[src/rtl/uart_rx_mmap_if.sv]
// rtl/uart_rx_mmap_if.sv - memory map bus bundle for uart_rx_mmap
// Purpose: groups the 2-bit-address memory map bus so it can be passed as one port.
// Signals:
//   i_memAddr    register select (00 CTRL, 01 BAUD, 10 STATUS, 11 DATA)
//   i_memDataIn  16-bit write data
//   i_memWrEn    write strobe, applies at the clock edge
//   i_memRdEn    read strobe (pops the FIFO at DATA)
//   o_memDataOut combinational read data for i_memAddr
// Modports: master (bus driver), slave (register block).
interface uart_rx_mmap_if;
    logic [1:0]  i_memAddr;
    logic [15:0] i_memDataIn;
    logic        i_memWrEn;
    logic        i_memRdEn;
    logic [15:0] o_memDataOut;

    modport master (
        output i_memAddr,
        output i_memDataIn,
        output i_memWrEn,
        output i_memRdEn,
        input  o_memDataOut
    );

    modport slave (
        input  i_memAddr,
        input  i_memDataIn,
        input  i_memWrEn,
        input  i_memRdEn,
        output o_memDataOut
    );
endinterface

[src/rtl/uart_rx_mmap.sv]
// rtl/uart_rx_mmap.sv - memory-mapped 8N1 UART receiver with byte FIFO
// Purpose: synchronises the GPIO RX line, deserialises 8N1 frames at a programmable
// divisor, queues bytes in a FIFO and pulses an interrupt per received byte.
// Optional parity checking is compiled in when UART_RX_PARITY_EN is defined.
// Ports:
//   i_clk     system clock, all state on the rising edge
//   i_rst     synchronous active-high reset
//   bus       memory map bus (slave modport of uart_rx_mmap_if)
//   i_uartRX  asynchronous serial line, idle high
//   o_intRX   registered one-cycle interrupt pulse per received byte
module uart_rx_mmap #(
    parameter int unsigned FIFO_DEPTH  = 4,
    parameter logic [15:0] DEFAULT_DIV = 16'd434
) (
    input  logic          i_clk,
    input  logic          i_rst,
    uart_rx_mmap_if.slave bus,
    input  logic          i_uartRX,
    output logic          o_intRX
);
    localparam int unsigned   AW      = $clog2(FIFO_DEPTH);
    localparam int unsigned   CW      = AW + 1;
    localparam logic [CW-1:0] DEPTH_C = CW'(FIFO_DEPTH);
`ifdef UART_RX_PARITY_EN
    localparam int unsigned   CTRL_W  = 4;
`else
    localparam int unsigned   CTRL_W  = 2;
`endif

    typedef enum logic [2:0] {
        S_IDLE,
        S_START,
        S_DATA,
`ifdef UART_RX_PARITY_EN
        S_PARITY,
`endif
        S_STOP,
        S_WAIT_IDLE
    } state_t;

    logic              rx_meta_q, rx_meta_d;
    logic              rx_sync_q, rx_sync_d;
    logic [CTRL_W-1:0] ctrl_q, ctrl_d;
    logic [15:0]       baud_q, baud_d;
    state_t            state_q, state_d;
    logic [15:0]       cnt_q, cnt_d;
    logic [15:0]       div_q, div_d;
    logic [2:0]        bit_idx_q, bit_idx_d;
    logic [7:0]        shift_q, shift_d;
    logic [7:0]        fifo_q [FIFO_DEPTH];
    logic [7:0]        fifo_d [FIFO_DEPTH];
    logic [AW-1:0]     wr_ptr_q, wr_ptr_d;
    logic [AW-1:0]     rd_ptr_q, rd_ptr_d;
    logic [CW-1:0]     count_q, count_d;
    logic              ovr_q, ovr_d;
    logic              ferr_q, ferr_d;
    logic              int_q, int_d;
`ifdef UART_RX_PARITY_EN
    logic              perr_q, perr_d;
    logic              par_bad_q, par_bad_d;
`endif

    logic        rx_s;
    logic        en;
    logic        ie;
    logic        pop;
    logic        push_req;
    logic        push_ok;
    logic        perr_bit;
    logic [15:0] baud_eff;
    logic [15:0] half_m1;
    logic [15:0] rdata;

    assign rx_s     = rx_sync_q;
    assign en       = ctrl_q[0];
    assign ie       = ctrl_q[1];
    // Divisors below 2 would make the start-bit midpoint negative.
    assign baud_eff = (baud_q < 16'd2) ? 16'd2 : baud_q;
    assign half_m1  = (div_q >> 1) - 16'd1;
`ifdef UART_RX_PARITY_EN
    assign perr_bit = perr_q;
`else
    assign perr_bit = 1'b0;
`endif

    always_comb begin
        rx_meta_d = i_uartRX;
        rx_sync_d = rx_meta_q;
        ctrl_d    = ctrl_q;
        baud_d    = baud_q;
        state_d   = state_q;
        cnt_d     = cnt_q;
        div_d     = div_q;
        bit_idx_d = bit_idx_q;
        shift_d   = shift_q;
        fifo_d    = fifo_q;
        wr_ptr_d  = wr_ptr_q;
        rd_ptr_d  = rd_ptr_q;
        ovr_d     = ovr_q;
        ferr_d    = ferr_q;
`ifdef UART_RX_PARITY_EN
        perr_d    = perr_q;
        par_bad_d = par_bad_q;
`endif
        push_req  = 1'b0;
        push_ok   = 1'b0;
        pop       = bus.i_memRdEn && (bus.i_memAddr == 2'b11) && (count_q != '0);

        // Register writes; sticky-flag clears come before FSM sets so a new error wins.
        if (bus.i_memWrEn) begin
            case (bus.i_memAddr)
                2'b00: ctrl_d = bus.i_memDataIn[CTRL_W-1:0];
                2'b01: baud_d = bus.i_memDataIn;
                2'b10: begin
                    if (bus.i_memDataIn[2]) ovr_d  = 1'b0;
                    if (bus.i_memDataIn[3]) ferr_d = 1'b0;
`ifdef UART_RX_PARITY_EN
                    if (bus.i_memDataIn[4]) perr_d = 1'b0;
`endif
                end
                default: ;
            endcase
        end

        if (!en) begin
            // Disabling abandons any partial frame.
            state_d = S_IDLE;
        end else begin
            case (state_q)
                S_IDLE: begin
                    if (!rx_s) begin
                        state_d   = S_START;
                        cnt_d     = '0;
                        div_d     = baud_eff;
                        bit_idx_d = '0;
`ifdef UART_RX_PARITY_EN
                        par_bad_d = 1'b0;
`endif
                    end
                end
                S_START: begin
                    if (cnt_q == half_m1) begin
                        cnt_d   = '0;
                        state_d = rx_s ? S_IDLE : S_DATA;
                    end else begin
                        cnt_d = cnt_q + 16'd1;
                    end
                end
                S_DATA: begin
                    if (cnt_q == div_q - 16'd1) begin
                        cnt_d     = '0;
                        shift_d   = {rx_s, shift_q[7:1]};
                        bit_idx_d = bit_idx_q + 3'd1;
                        if (bit_idx_q == 3'd7) begin
`ifdef UART_RX_PARITY_EN
                            state_d = ctrl_q[2] ? S_PARITY : S_STOP;
`else
                            state_d = S_STOP;
`endif
                        end
                    end else begin
                        cnt_d = cnt_q + 16'd1;
                    end
                end
`ifdef UART_RX_PARITY_EN
                S_PARITY: begin
                    if (cnt_q == div_q - 16'd1) begin
                        cnt_d   = '0;
                        state_d = S_STOP;
                        // Total ones including the parity bit: even for EVEN, odd for ODD.
                        if ((^shift_q ^ rx_s) != ctrl_q[3]) begin
                            par_bad_d = 1'b1;
                            perr_d    = 1'b1;
                        end
                    end else begin
                        cnt_d = cnt_q + 16'd1;
                    end
                end
`endif
                S_STOP: begin
                    if (cnt_q == div_q - 16'd1) begin
                        cnt_d = '0;
                        if (rx_s) begin
                            state_d = S_IDLE;
`ifdef UART_RX_PARITY_EN
                            push_req = !par_bad_q;
`else
                            push_req = 1'b1;
`endif
                        end else begin
                            ferr_d  = 1'b1;
                            state_d = S_WAIT_IDLE;
                        end
                    end else begin
                        cnt_d = cnt_q + 16'd1;
                    end
                end
                S_WAIT_IDLE: begin
                    if (rx_s) state_d = S_IDLE;
                end
                default: state_d = S_IDLE;
            endcase
        end

        // A pop in the same cycle frees the slot, so a push into a full FIFO still lands.
        if (push_req) begin
            if ((count_q != DEPTH_C) || pop) begin
                fifo_d[wr_ptr_q] = shift_q;
                wr_ptr_d         = wr_ptr_q + 1'b1;
                push_ok          = 1'b1;
            end else begin
                ovr_d = 1'b1;
            end
        end
        if (pop) rd_ptr_d = rd_ptr_q + 1'b1;
        count_d = count_q + CW'(push_ok) - CW'(pop);
        int_d   = push_ok && ie;
    end

    always_comb begin
        rdata = '0;
        case (bus.i_memAddr)
            2'b00: rdata[CTRL_W-1:0] = ctrl_q;
            2'b01: rdata = baud_q;
            2'b10: rdata = {3'b000, 5'(count_q), 3'b000, perr_bit, ferr_q, ovr_q,
                            (count_q == DEPTH_C), (count_q != '0)};
            default: if (count_q != '0) rdata = {8'h00, fifo_q[rd_ptr_q]};
        endcase
    end

    assign bus.o_memDataOut = rdata;
    assign o_intRX          = int_q;

    always_ff @(posedge i_clk) begin
        if (i_rst) begin
            rx_meta_q <= 1'b1;
            rx_sync_q <= 1'b1;
            ctrl_q    <= '0;
            baud_q    <= DEFAULT_DIV;
            state_q   <= S_IDLE;
            cnt_q     <= '0;
            div_q     <= 16'd2;
            bit_idx_q <= '0;
            shift_q   <= '0;
            wr_ptr_q  <= '0;
            rd_ptr_q  <= '0;
            count_q   <= '0;
            ovr_q     <= 1'b0;
            ferr_q    <= 1'b0;
            int_q     <= 1'b0;
`ifdef UART_RX_PARITY_EN
            perr_q    <= 1'b0;
            par_bad_q <= 1'b0;
`endif
        end else begin
            rx_meta_q <= rx_meta_d;
            rx_sync_q <= rx_sync_d;
            ctrl_q    <= ctrl_d;
            baud_q    <= baud_d;
            state_q   <= state_d;
            cnt_q     <= cnt_d;
            div_q     <= div_d;
            bit_idx_q <= bit_idx_d;
            shift_q   <= shift_d;
            wr_ptr_q  <= wr_ptr_d;
            rd_ptr_q  <= rd_ptr_d;
            count_q   <= count_d;
            ovr_q     <= ovr_d;
            ferr_q    <= ferr_d;
            int_q     <= int_d;
`ifdef UART_RX_PARITY_EN
            perr_q    <= perr_d;
            par_bad_q <= par_bad_d;
`endif
        end
    end

    // Storage only; occupancy is tracked by the pointers and count.
    always_ff @(posedge i_clk) begin
        fifo_q <= fifo_d;
    end
endmodule
[src/flat_wrapper.sv]
// flat-port wrapper written by rule: the top's interface ports become plain ports
module uart_rx_mmap_flat 
#(
    parameter int unsigned FIFO_DEPTH  = 4,
    parameter logic [15:0] DEFAULT_DIV = 16'd434
)
  (i_clk, i_rst, i_uartRX, o_intRX, bus_i_memAddr, bus_i_memDataIn, bus_i_memWrEn, bus_i_memRdEn, bus_o_memDataOut);
  uart_rx_mmap_if bus_i ();
  input  logic i_clk;
  input  logic i_rst;
  input  logic i_uartRX;
  output logic o_intRX;
  input wire logic [$bits(bus_i.i_memAddr)-1:0] bus_i_memAddr;
  input wire logic [$bits(bus_i.i_memDataIn)-1:0] bus_i_memDataIn;
  input wire logic [$bits(bus_i.i_memWrEn)-1:0] bus_i_memWrEn;
  input wire logic [$bits(bus_i.i_memRdEn)-1:0] bus_i_memRdEn;
  output wire logic [$bits(bus_i.o_memDataOut)-1:0] bus_o_memDataOut;
  assign bus_i.i_memAddr = bus_i_memAddr;
  assign bus_i.i_memDataIn = bus_i_memDataIn;
  assign bus_i.i_memWrEn = bus_i_memWrEn;
  assign bus_i.i_memRdEn = bus_i_memRdEn;
  assign bus_o_memDataOut = bus_i.o_memDataOut;
  uart_rx_mmap #(.FIFO_DEPTH(FIFO_DEPTH), .DEFAULT_DIV(DEFAULT_DIV)) u_core (.i_clk(i_clk), .i_rst(i_rst), .bus(bus_i), .i_uartRX(i_uartRX), .o_intRX(o_intRX));
endmodule
[config.mk]
export PLATFORM = sky130hd
export DESIGN_NAME = uart_rx_mmap_flat
export DESIGN_NICKNAME = d
export VERILOG_FILES = /design/src/rtl/uart_rx_mmap_if.sv /design/src/rtl/uart_rx_mmap.sv /design/src/flat_wrapper.sv
export SDC_FILE = /design/constraint.sdc
export NUM_CORES = 1
export LEC_CHECK = 0
export ABC_CLOCK_PERIOD_IN_PS = 7270
export CAP_MARGIN = 10
export CORE_MARGIN = 10
export CORE_UTILIZATION = 40
export DETAILED_ROUTE_END_ITERATION = 6
export HOLD_SLACK_MARGIN = 0.03
export PLACE_DENSITY = 0.68
export SLEW_MARGIN = 25
export SYNTH_ARGS = -nofsm -noshare
export SYNTH_HDL_FRONTEND = slang
export SYNTH_SLANG_ARGS = --single-unit
[constraint.sdc]
create_clock -name i_clk -period 7.27 [get_ports i_clk]
set_clock_uncertainty 0.2 [all_clocks]
set_input_delay 1.454 -clock i_clk [delete_from_list [all_inputs] [get_ports i_clk]]
set_output_delay 1.454 -clock i_clk [all_outputs]
set_load 0.02 [all_outputs]
; ---- Word level (Yosys, flattened, before mapping)
; Cells that the tools add are included.
[totals]
romBits = 0
latch_bits = 0
mem_bits_rw = 0
mem_count = 0
word_cells = 117
register_bits = 108
[classes]
n_lt_le_gt_ge = 4
eq_ne = 18
div_mod_pow = 0
reduce_logical = 20
n_mul = 0
bitwise_logic = 4
addsub = 8
n_shift = 0
mux = 44
[ops]
columns = op, count
row1 = $mux 16, 4
row2 = $pmux 16 s3, 1
row3 = $pmux 14 s3, 1
row4 = $bwmux 32, 1
row5 = $eq 16x16->1, 2
row6 = $mux 8, 4
row7 = $mux 3, 9
row8 = $mux 1, 18
row9 = $add 16x1->16 const B, 1
row10 = $bmux 8 s2, 1
row11 = $demux 8 s2, 1
row12 = $lt 16x2->1 const B, 1
row13 = $sub 15x1->16 const B, 1
row14 = $sub 16x1->16 const B, 1
row15 = $pmux 3 s5, 1
row16 = $ne 2x1->1 const B, 5
row17 = $eq 3x3->1 const B, 3
row18 = $reduce_and 3->1, 3
row19 = $eq 3x2->1 const B, 2
row20 = $ge 3x3->1 const B, 2
row21 = $not 2->3, 2
row22 = $pmux 2 s3, 1
row23 = $pmux 3 s2, 1
row24 = $reduce_and 2->1, 3
row25 = 21 further kinds, 29

; ---- Logic depth before layout (Yosys ltp)
; Gate-level depths: netlist of run 1.
[depth]
depth_word = 8
depth_mapped = 14
depth_no_buf = 13

; ---- Worst setup path after synthesis of run 1
; No wires, ideal clock.
[synth_timing]
path_kind = input to output
start = in bus_i_memAddr[0]
end = out bus_o_memDataOut[0]
cell_stages = 3
setup_slack_ps = 3288
arrival_ps = 2328
path_cell_list = buf_1 mux2i_1 o21ai_0
[synth_via]
elab_chain_len = 2
elab_cells_between_ends = 4
cone_classes = eq/ne: 2 / mux: 1 / reduce/logical: 1
[synth_rtl]
columns = element, line_no
row1 = "start, declared", flat_wrapper.sv:13  ; input wire logic [$bits(bus_i.i_memAddr)-1:0] bus_i_memAddr;
row2 = "$eq 2x2->1, or another cell as far along", uart_rx_mmap.sv:222  ; case (bus.i_memAddr)
row3 = $pmux 2 s3 *, uart_rx_mmap.sv:222
row4 = "end, declared", flat_wrapper.sv:17  ; output wire logic [$bits(bus_i.o_memDataOut)-1:0] bus_o_memDataOut;
; Every way passes the cells marked *; elsewhere a longest branch is shown, timed or not.

; ---- Final worst setup path of run 1
[layout_timing]
start = in bus_i_memAddr[0]
end = out bus_o_memDataOut[4]
[layout_via]
elab_chain_len = 2
elab_cells_between_ends = 4
cone_classes = eq/ne: 2 / mux: 1 / reduce/logical: 1
[layout_rtl]
columns = element, line_no
row1 = "$eq 2x2->1, or another cell as far along", uart_rx_mmap.sv:222
row2 = $pmux 14 s3 *, uart_rx_mmap.sv:222
; Marked as above.

==> results of run 1 <==
[final cells by class]
| class | instances | area share |
|---|---|---|
| clock buffer | 9 | 0.03491 |
| clock inverter | 7 | 0.01455 |
| inverter | 18 | 0.01047 |
| multi-input combinational | 444 | 0.4579 |
| sequential | 108 | 0.3848 |
| tap | 180 | 0.03491 |
| timing repair buffer | 41 | 0.06245 |
[state kept, by name, summed over array words and instances (netlist names), 3 cells and up]
name	count
u_core.fifo_q	32
u_core.baud_q	16
u_core.cnt_q	16
u_core.div_q	16
u_core.shift_q	8
u_core.bit_idx_q	3
u_core.count_q	3
u_core.state_q	3
[kinds of logic after synthesis]
| kind of cell | after synthesis | share of synthesized area |
|---|---|---|
| DFF | 108 | 0.4378 |
| AOI/OAI and AO/OA | 102 | 0.1194 |
| adders and majority gates | 12 | 0.02780 |
| xor gates and xnor gates | 48 | 0.07657 |
| buffers and inverters | 62 | 0.04281 |
| muxes | 24 | 0.06046 |
| and+or+nand+nor | 258 | 0.2352 |
[placed cells by master, fill, tap and decap left out, drive strengths merged, types with 11 or more instances in the layout]
master	count
inv	22
nor3	12
nand2b	11
xnor2	23
nor2	32
dfxtp	76
xor2	24
nand2	95
nand4	13
mux2i	14
a21oi	41
and3	11
ha	11
nor4	16
edfxtp	32
clkdlybuf4s50	38
nand3	19
and2	11
[per-layer routing]
| metal | vias up | track usage |
|---|---|---|
| met5 | - | 0 |
| met4 | 0 | 0.04613 |
| met3 | 19 | 0.03116 |
| met2 | 110 | 0.2368 |
| met1 | 2185 | 0.1622 |
| li1 | 2209 | - |
[metrics by stage]
step           hold WS [ps]  cells  cell area (µm²)  setup slack (ps)
2_1_floorplan         189.5    614             5670              3288
3_3_place_gp          200.4    791             6127              1750
3_5_place_dp          195.8    791             6130              1614
4_1_cts               215.4    807             6449              1623
5_1_grt               235.5    807             6451              1760
6_report              214.8    807             6451              1905
[power by group through the flow]
stage          Combinational (mW)  Sequential, mW  Clock, mW
5_1_grt                    0.0547           0.627      0.549
3_5_place_dp               0.0502           0.641          0
6_report                   0.0503           0.627      0.513
3_3_place_gp               0.0489           0.641          0
4_1_cts                    0.0504           0.627      0.524
2_1_floorplan              0.0286           0.637          0
[worst reg2reg max path, cell delays in order, from the launching register on]
cell and delay (ps):
dfxtp_1 390, inv_1 110, ha_1 310, or3b_2 550, nor3_1 360, o211a_1 190, o21ai_1 100, or4_4 560
nor4b_4 560, ha_1 260, fa_1 400, nor2b_1 130
[final timing paths]
kind	from	endpoint	slack (ps)	cells past startpoint
max reg2reg	u_core.div_q[1]	u_core.count_q[1]	3020	11
max	bus_i_memAddr[0]	bus_o_memDataOut[4]	1900	5
min reg2reg	u_core.rx_meta_q	u_core.rx_s	210	1
min	u_core.rx_meta_q	u_core.rx_s	210	1
==> impl_metrics.toml, run 1 <==
[grt]
grt_pass1_vias = 4276
grt_max_degree = 67
grt_overflow = 0
grt_pass1_wl_mm = 22.18
antenna_found_initial = 0
grtUsageTotal = 0.1367

[power_and_ir_drop]
p_per_area_nw_per_um2 = 184.5
seqPwrFrac = 0.527
internal_power_mw = 0.8960
ir_worst_vdd_mv = 0.1422
combPwrFrac = 0.042
clock_power_share = 0.431
power_mw = 1.190
p_sw_mw = 0.2942
switching_share = 0.2472
leakage_nw = 2.343

[worst_setup_path]
cp_slowest_cell = "clkdlybuf4s50_1"
crit_family = "buffers and inverters"
crit_chain = "clkdlybuf4s50_1, inv_1, nor2_2, a22o_1, clkdlybuf4s50_1"
cp_max_fo = 16
slowest_delay_ps = 730
cp.required_ps = 5620
cp-start-kind = "input port"
crit_top_cell = "clkdlybuf4s50_1"
end_kind = "output pin"
path_buf_inv = 3
cp.arrival_ps = 3710
path_class = "in -> out"

[timing]
max_freq_mhz = 186.4
hold_violations = 0
fin_crit_ps = 5365
tns_ps = 0
max_slew_margin = 0.4590
slew_violations = 0
period_share = 0.7380
grt_setup_unrepaired = "no"
worstMarginPinSlew_ps = 808.6
setup_viol = 0

[routing]
vias_per_cell = 5.605
wl_met3_um = 591
firstDrtPassIters = 4
vias = 4523
avgRoutedWirePerCell_um = 16.66
top_layer = "met4"
drc = 0
wl_met1_mm = 5.783
drt-total-wl_mm = 13.44
wl_met2_mm = 6.841
drt_iter0_markers = 299
ant_nets = 0

[yosys]
synth_cells = 614
netlist_area_um2 = 5670
synth_cell_types = 58
yosys.area.top_type = "dfxtp_1"
async_flop_share = 0
synth_fp_nets = 649
synth_flop_cell = "dfxtp_1"
synth_seq_cells = 108
avgSynthCellArea_um2 = 9.235
synth_warnings = 0
synth_top_area_share = 0.2683
synth_most_common_cell = "nand2_1"
yosys-top-cells-area = "dfxtp_1 (27%), edfxtp_1 (17%), nand2_1 (6.3%), xor2_1 (3.7%), a21oi_1 (3.6%)"
synth-edff-count = 32
yosysSeqAreaShare = 0.4378
synth.top_cells.by_count = "nand2_1 (95), dfxtp_1 (76), a21oi_1 (41), clkbuf_1 (39)"

[placement]
gp_congestion = 0.8922
port_buffers = 39
hpwlAfterDp_mm = 9.846

[cts]
cts-root-buf = "clkbuf_16"
ctsHoldBuffers = 0
cts_sinks = 108
cts_resized = 0
clk_pin_slew_worst_paths_ps = 80
cts_tree = "done"
cts_buffers = 9
clockBufferDepth = 2
worstSkewPairLatency_ps = 350
htree_levels = 3
postCtsSetupBuffers = 0

[floorplan]
coreArea_um2 = 13880
num_rows = 43
dieHeight_um = 139.1
ios = 40
start_util = 0.4085
dieArea_um2 = 19340
die_x_um = 139.1

[final_layout]
area_delta_synth_final_pct = 13.77
nFillCells = 1300
drive_gt1_frac = 0.06539
diodes = 0
multiInputGateArea_um2 = 2954
final_core_util = 0.4648
seq_area_um2 = 2482
nNetsFinal = 657

[flow_run]
cap_violations = 0

[min_path]
hp-class = "reg -> reg"

[outcome]
outcome = "complete, no violations"
No activity file was read; power rests on OpenSTA's default activity.
==> inputs of run 2 (changes only) <==
Settings changed: ABC_CLOCK_PERIOD_IN_PS 7270 to 5100.
Clock period 7.27 ns to 5.1 ns, I/O delays scaled along.
==> impl_metrics.toml, run 2 (synthesized netlist as in run 1, its figures left out) <==
[worst_setup_path]
cp-start-kind = "input port"
cp.required_ps = 3880
end_kind = "output pin"
cp.arrival_ps = 2990
cp_max_fo = 16
path_class = "in -> out"

[cts]
cts_tree = "done"
worstSkewPairLatency_ps = 360
cts_sinks = 108
cts_buffers = 9
cts_resized = 0
postCtsSetupBuffers = 0
cts-root-buf = "clkbuf_16"
clockBufferDepth = 2
clk_pin_slew_worst_paths_ps = 70
htree_levels = 3
ctsHoldBuffers = 0

[final_layout]
largest_reg_flops = 32
top_register = "u_core.fifo_q"
diodes = 0
nNetsFinal = 659
final_common_cell = "nand2_1"
drive_gt1_frac = 0.06677
instances_no_fill = 809
final_cell_mix = "nand2_1 (95), dfxtp_1 (76), a21oi_1 (41)"
area_delta_synth_final_pct = 13.81

[timing]
setup_viol = 0
fin_crit_ps = 4207
period_share = 0.8249
worstMarginPinSlew_ps = 815.2
max_slew_margin = 0.4523
hold_violations = 0
grt_setup_unrepaired = "no"
max_freq_mhz = 237.7
slew_violations = 0
tns_ps = 0

[floorplan]
dieHeight_um = 139.1
num_rows = 43
coreArea_um2 = 13880
die_x_um = 139.1
start_util = 0.4085
ios = 40
dieArea_um2 = 19340

[placement]
dp.cells = 793
port_buffers = 39
hpwlAfterDp_mm = 9.773
gp_congestion = 0.8649

[grt]
grt_pass1_vias = 4355
antenna_found_initial = 0
grt_max_degree = 67
grt_pass1_wl_mm = 22.54
grt_overflow = 0
grtUsageTotal = 0.1400

[routing]
drt_iter0_markers = 289
vias_per_cell = 5.499
drt-total-wl_mm = 13.43
drc = 0
ant_nets = 0
firstDrtPassIters = 5
avgRoutedWirePerCell_um = 16.60
vias = 4449

[power_and_ir_drop]
leakage_nw = 2.349
ir_worst_vdd_mv = 0.2052
p_per_area_nw_per_um2 = 260.6

[outcome]
outcome = "complete, no violations"

[flow_run]
cap_violations = 0

[min_path]
hp-class = "reg -> reg"
run 2: changes by cell type in the layout (fill, tap and decap cells not counted), sizes merged:
| cell | change |
|---|---|
| buf | +2 |
run 2: cell type report:
class | count | area, µm²
clock buffer | 9 | 225.2
clock inverter | 7 | 86.33
fill | 1309 | 7427
inverter | 18 | 67.56
multi-input combinational | 444 | 2952
sequential | 108 | 2482
tap | 180 | 225.2
timing repair buffer | 43 | 415.4
run 2: worst max-delay path, cell delays in order:
cell and delay, ps:
clkdlybuf4s50_1 720, inv_1 120, nor2_1 110, buf_4 230
a22o_1 170, clkdlybuf4s50_1 610
run 2: layer usage:
layer  wire length, µm  GRT usage  part of all wire
met1              5992     0.1637              0.45
met5                 0          0                 0
met3               418    0.03288             0.031
met4               340    0.05272             0.025
met2              6675     0.2423              0.50
run 2: per-stage QoR:
step | hold WS, ps | setup WS [ps] | power (mW) | instance area, µm² | util
final | 210.4 | 893.0 | 1.682 | 6454 | 0.4649
after global routing | 225.3 | 705.5 | 1.740 | 6454 | 0.4649
after CTS | 210.3 | 901.8 | 1.701 | 6454 | 0.4649
after detailed placement | 192.3 | 911.9 | 0.9863 | 6142 | 0.4425
after global placement | 196.7 | 968.6 | 0.9845 | 6142 | 0.4425
after floorplan | 189.5 | 1280 | 0.9488 | 5670 | -
run 2: final timing paths:
| path | start | to | slack (ps) | cells past startpoint |
|---|---|---|---|---|
| worst max-delay path | bus_i_memAddr[0] | bus_o_memDataOut[3] | 890 | 6 |
| worst min-delay path | u_core.rx_meta_q | u_core.rx_s | 210 | 1 |
| worst max register to register | u_core.div_q[2] | u_core.count_q[1] | 960 | 11 |
| worst min register to register | u_core.rx_meta_q | u_core.rx_s | 210 | 1 |
run 2: report_power, final:
group	internal (mW)	switching, mW
clock network	0.354	0.361
registers	0.884	0.00954
logic	0.0346	0.0386
==> inputs of run 3 (changes only) <==
Settings changed: ABC_CLOCK_PERIOD_IN_PS 5100 to 4200.
Clock period 5.1 ns to 4.2 ns, I/O delays scaled along.
==> impl_metrics.toml, run 3 (synthesized netlist as in run 1, its figures left out) <==
[timing]
hold_slack_ps = 209.8
fin_crit_ps = 3932
max_freq_mhz = 254.3
setup_viol = 0
hold_violations = 0
worstMarginPinSlew_ps = 820.8
slew_violations = 0
timing.final.ws_setup_ps = 267.5
grt_setup_unrepaired = "no"
tns_ps = 0
max_slew_margin = 0.4508
period_share = 0.9363

[grt]
grt_pass1_wl_mm = 22.62
grt_overflow = 0
grt_max_degree = 63
antenna_found_initial = 0
grt_pass1_vias = 4325
grtUsageTotal = 0.1415

[cts]
cts-root-buf = "clkbuf_16"
clk_pin_slew_worst_paths_ps = 80
postCtsSetupBuffers = 0
cts_resized = 0
ctsHoldBuffers = 0
htree_levels = 3
cts_sinks = 108
cts_tree = "done"
clockBufferDepth = 2
worstSkewPairLatency_ps = 360
cts_buffers = 9

[final_layout]
largest_reg_flops = 32
nFillCells = 1294
final_cell_mix = "nand2_1 (95), dfxtp_1 (76), a21oi_1 (41)"
drive_gt1_frac = 0.07717
fin_area_um2 = 6500
final_common_cell = "nand2_1"
area_delta_synth_final_pct = 14.63
top_register = "u_core.fifo_q"
diodes = 0
nNetsFinal = 665

[routing]
firstDrtPassIters = 5
drt-total-wl_mm = 13.73
avgRoutedWirePerCell_um = 16.84
drc = 0
ant_nets = 0
vias_per_cell = 5.595
drt_iter0_markers = 401
vias = 4560

[power_and_ir_drop]
ir_worst_vdd_mv = 0.3061
p_per_area_nw_per_um2 = 314.7
power_mw = 2.045
leakage_nw = 2.377

[worst_setup_path]
reg2reg_from = "u_core.div_q[1]"
cp_slowest_cell = "or4_4"
cp-start-kind = "flop"
cp_max_fo = 8
crit_family = "simple AND/OR/NAND/NOR gates"
path_buf_inv = 2
slowest_delay_ps = 550
ff2ff_path_depth = 10
cp.arrival_ps = 3770
path_class = "reg -> reg"
r2r_end = "u_core.fifo_q[26]"
cp.required_ps = 4030
end_kind = "flop"
r2r_slack_ps = 270
crit_chain = "inv_1, ha_1, or3b_2, nor3_1, o211a_1, o21ai_1, or4_4, nor4b_4, buf_4, and2_1"

[placement]
port_buffers = 39
placed_area_um2 = 6187
place_ws_ps = 295.6
gp_congestion = 0.9037
hpwlAfterDp_mm = 10.10

[flow_run]
cap_violations = 0

[floorplan]
dieArea_um2 = 19340
dieHeight_um = 139.1
ios = 40
coreArea_um2 = 13880
num_rows = 43
die_x_um = 139.1
start_util = 0.4085

[min_path]
min_from = "u_core.rx_meta_q"
holdPathEnd = "u_core.rx_s"
hp-class = "reg -> reg"
hold_depth = 1

[outcome]
outcome = "complete, no violations"
## run 3: area by class of cell
type | count | area [µm²] | area share
Inverter | 18 | 67.56 | 0.01039
Timing Repair Buffer | 49 | 460.4 | 0.07084
Clock buffer | 9 | 225.2 | 0.03465
Clock inverter | 7 | 81.33 | 0.01251
Multi-Input combinational cell | 444 | 2958 | 0.4551
Sequential cell | 108 | 2482 | 0.3819
Tap cell | 180 | 225.2 | 0.03465
## run 3: metal layers
metal,wire (µm),track usage
met3,660,0.03014
met1,6077,0.1786
met2,6721,0.2331
met5,0,0
met4,265,0.04887
## run 3: worst register-to-register path: stages, from the launching register on
cell and delay [ps]:
dfxtp_1 380, inv_1 110, ha_1 290, or3b_2 530, nor3_1 360, o211a_1 190, o21ai_1 100, or4_4 550
nor4b_4 300, buf_4 220, and2_1 370
## run 3: report_power, final
| part | total (mW) | internal [mW] | switching [mW] |
|---|---|---|---|
| clock network | 0.871 | 0.430 | 0.441 |
| logic | 0.0900 | 0.0430 | 0.0469 |
| registers | 1.08 | 1.07 | 0.0114 |
| total | 2.05 | 1.55 | 0.500 |
## run 3: how the worst max path moves through the flow
stage	start	cells after the start	slack [ps]	end
floorplan	u_core.div_q[2]	12	380	u_core.count_q[1]
global placement	u_core.div_q[3]	8	400	u_core.fifo_q[1]
detailed placement	u_core.div_q[1]	10	300	u_core.fifo_q[27]
CTS	u_core.div_q[1]	10	280	u_core.fifo_q[28]
global route	u_core.div_q[1]	10	80	u_core.fifo_q[26]
finish	u_core.div_q[1]	10	270	u_core.fifo_q[26]
## run 3: through the flow
| step | util | cells |
|---|---|---|
| after floorplan | - | 614 |
| after global placement | 0.4457 | 799 |
| after detailed placement | 0.4457 | 799 |
| after CTS | 0.4678 | 815 |
| after global routing | 0.4683 | 815 |
| final | 0.4683 | 815 |
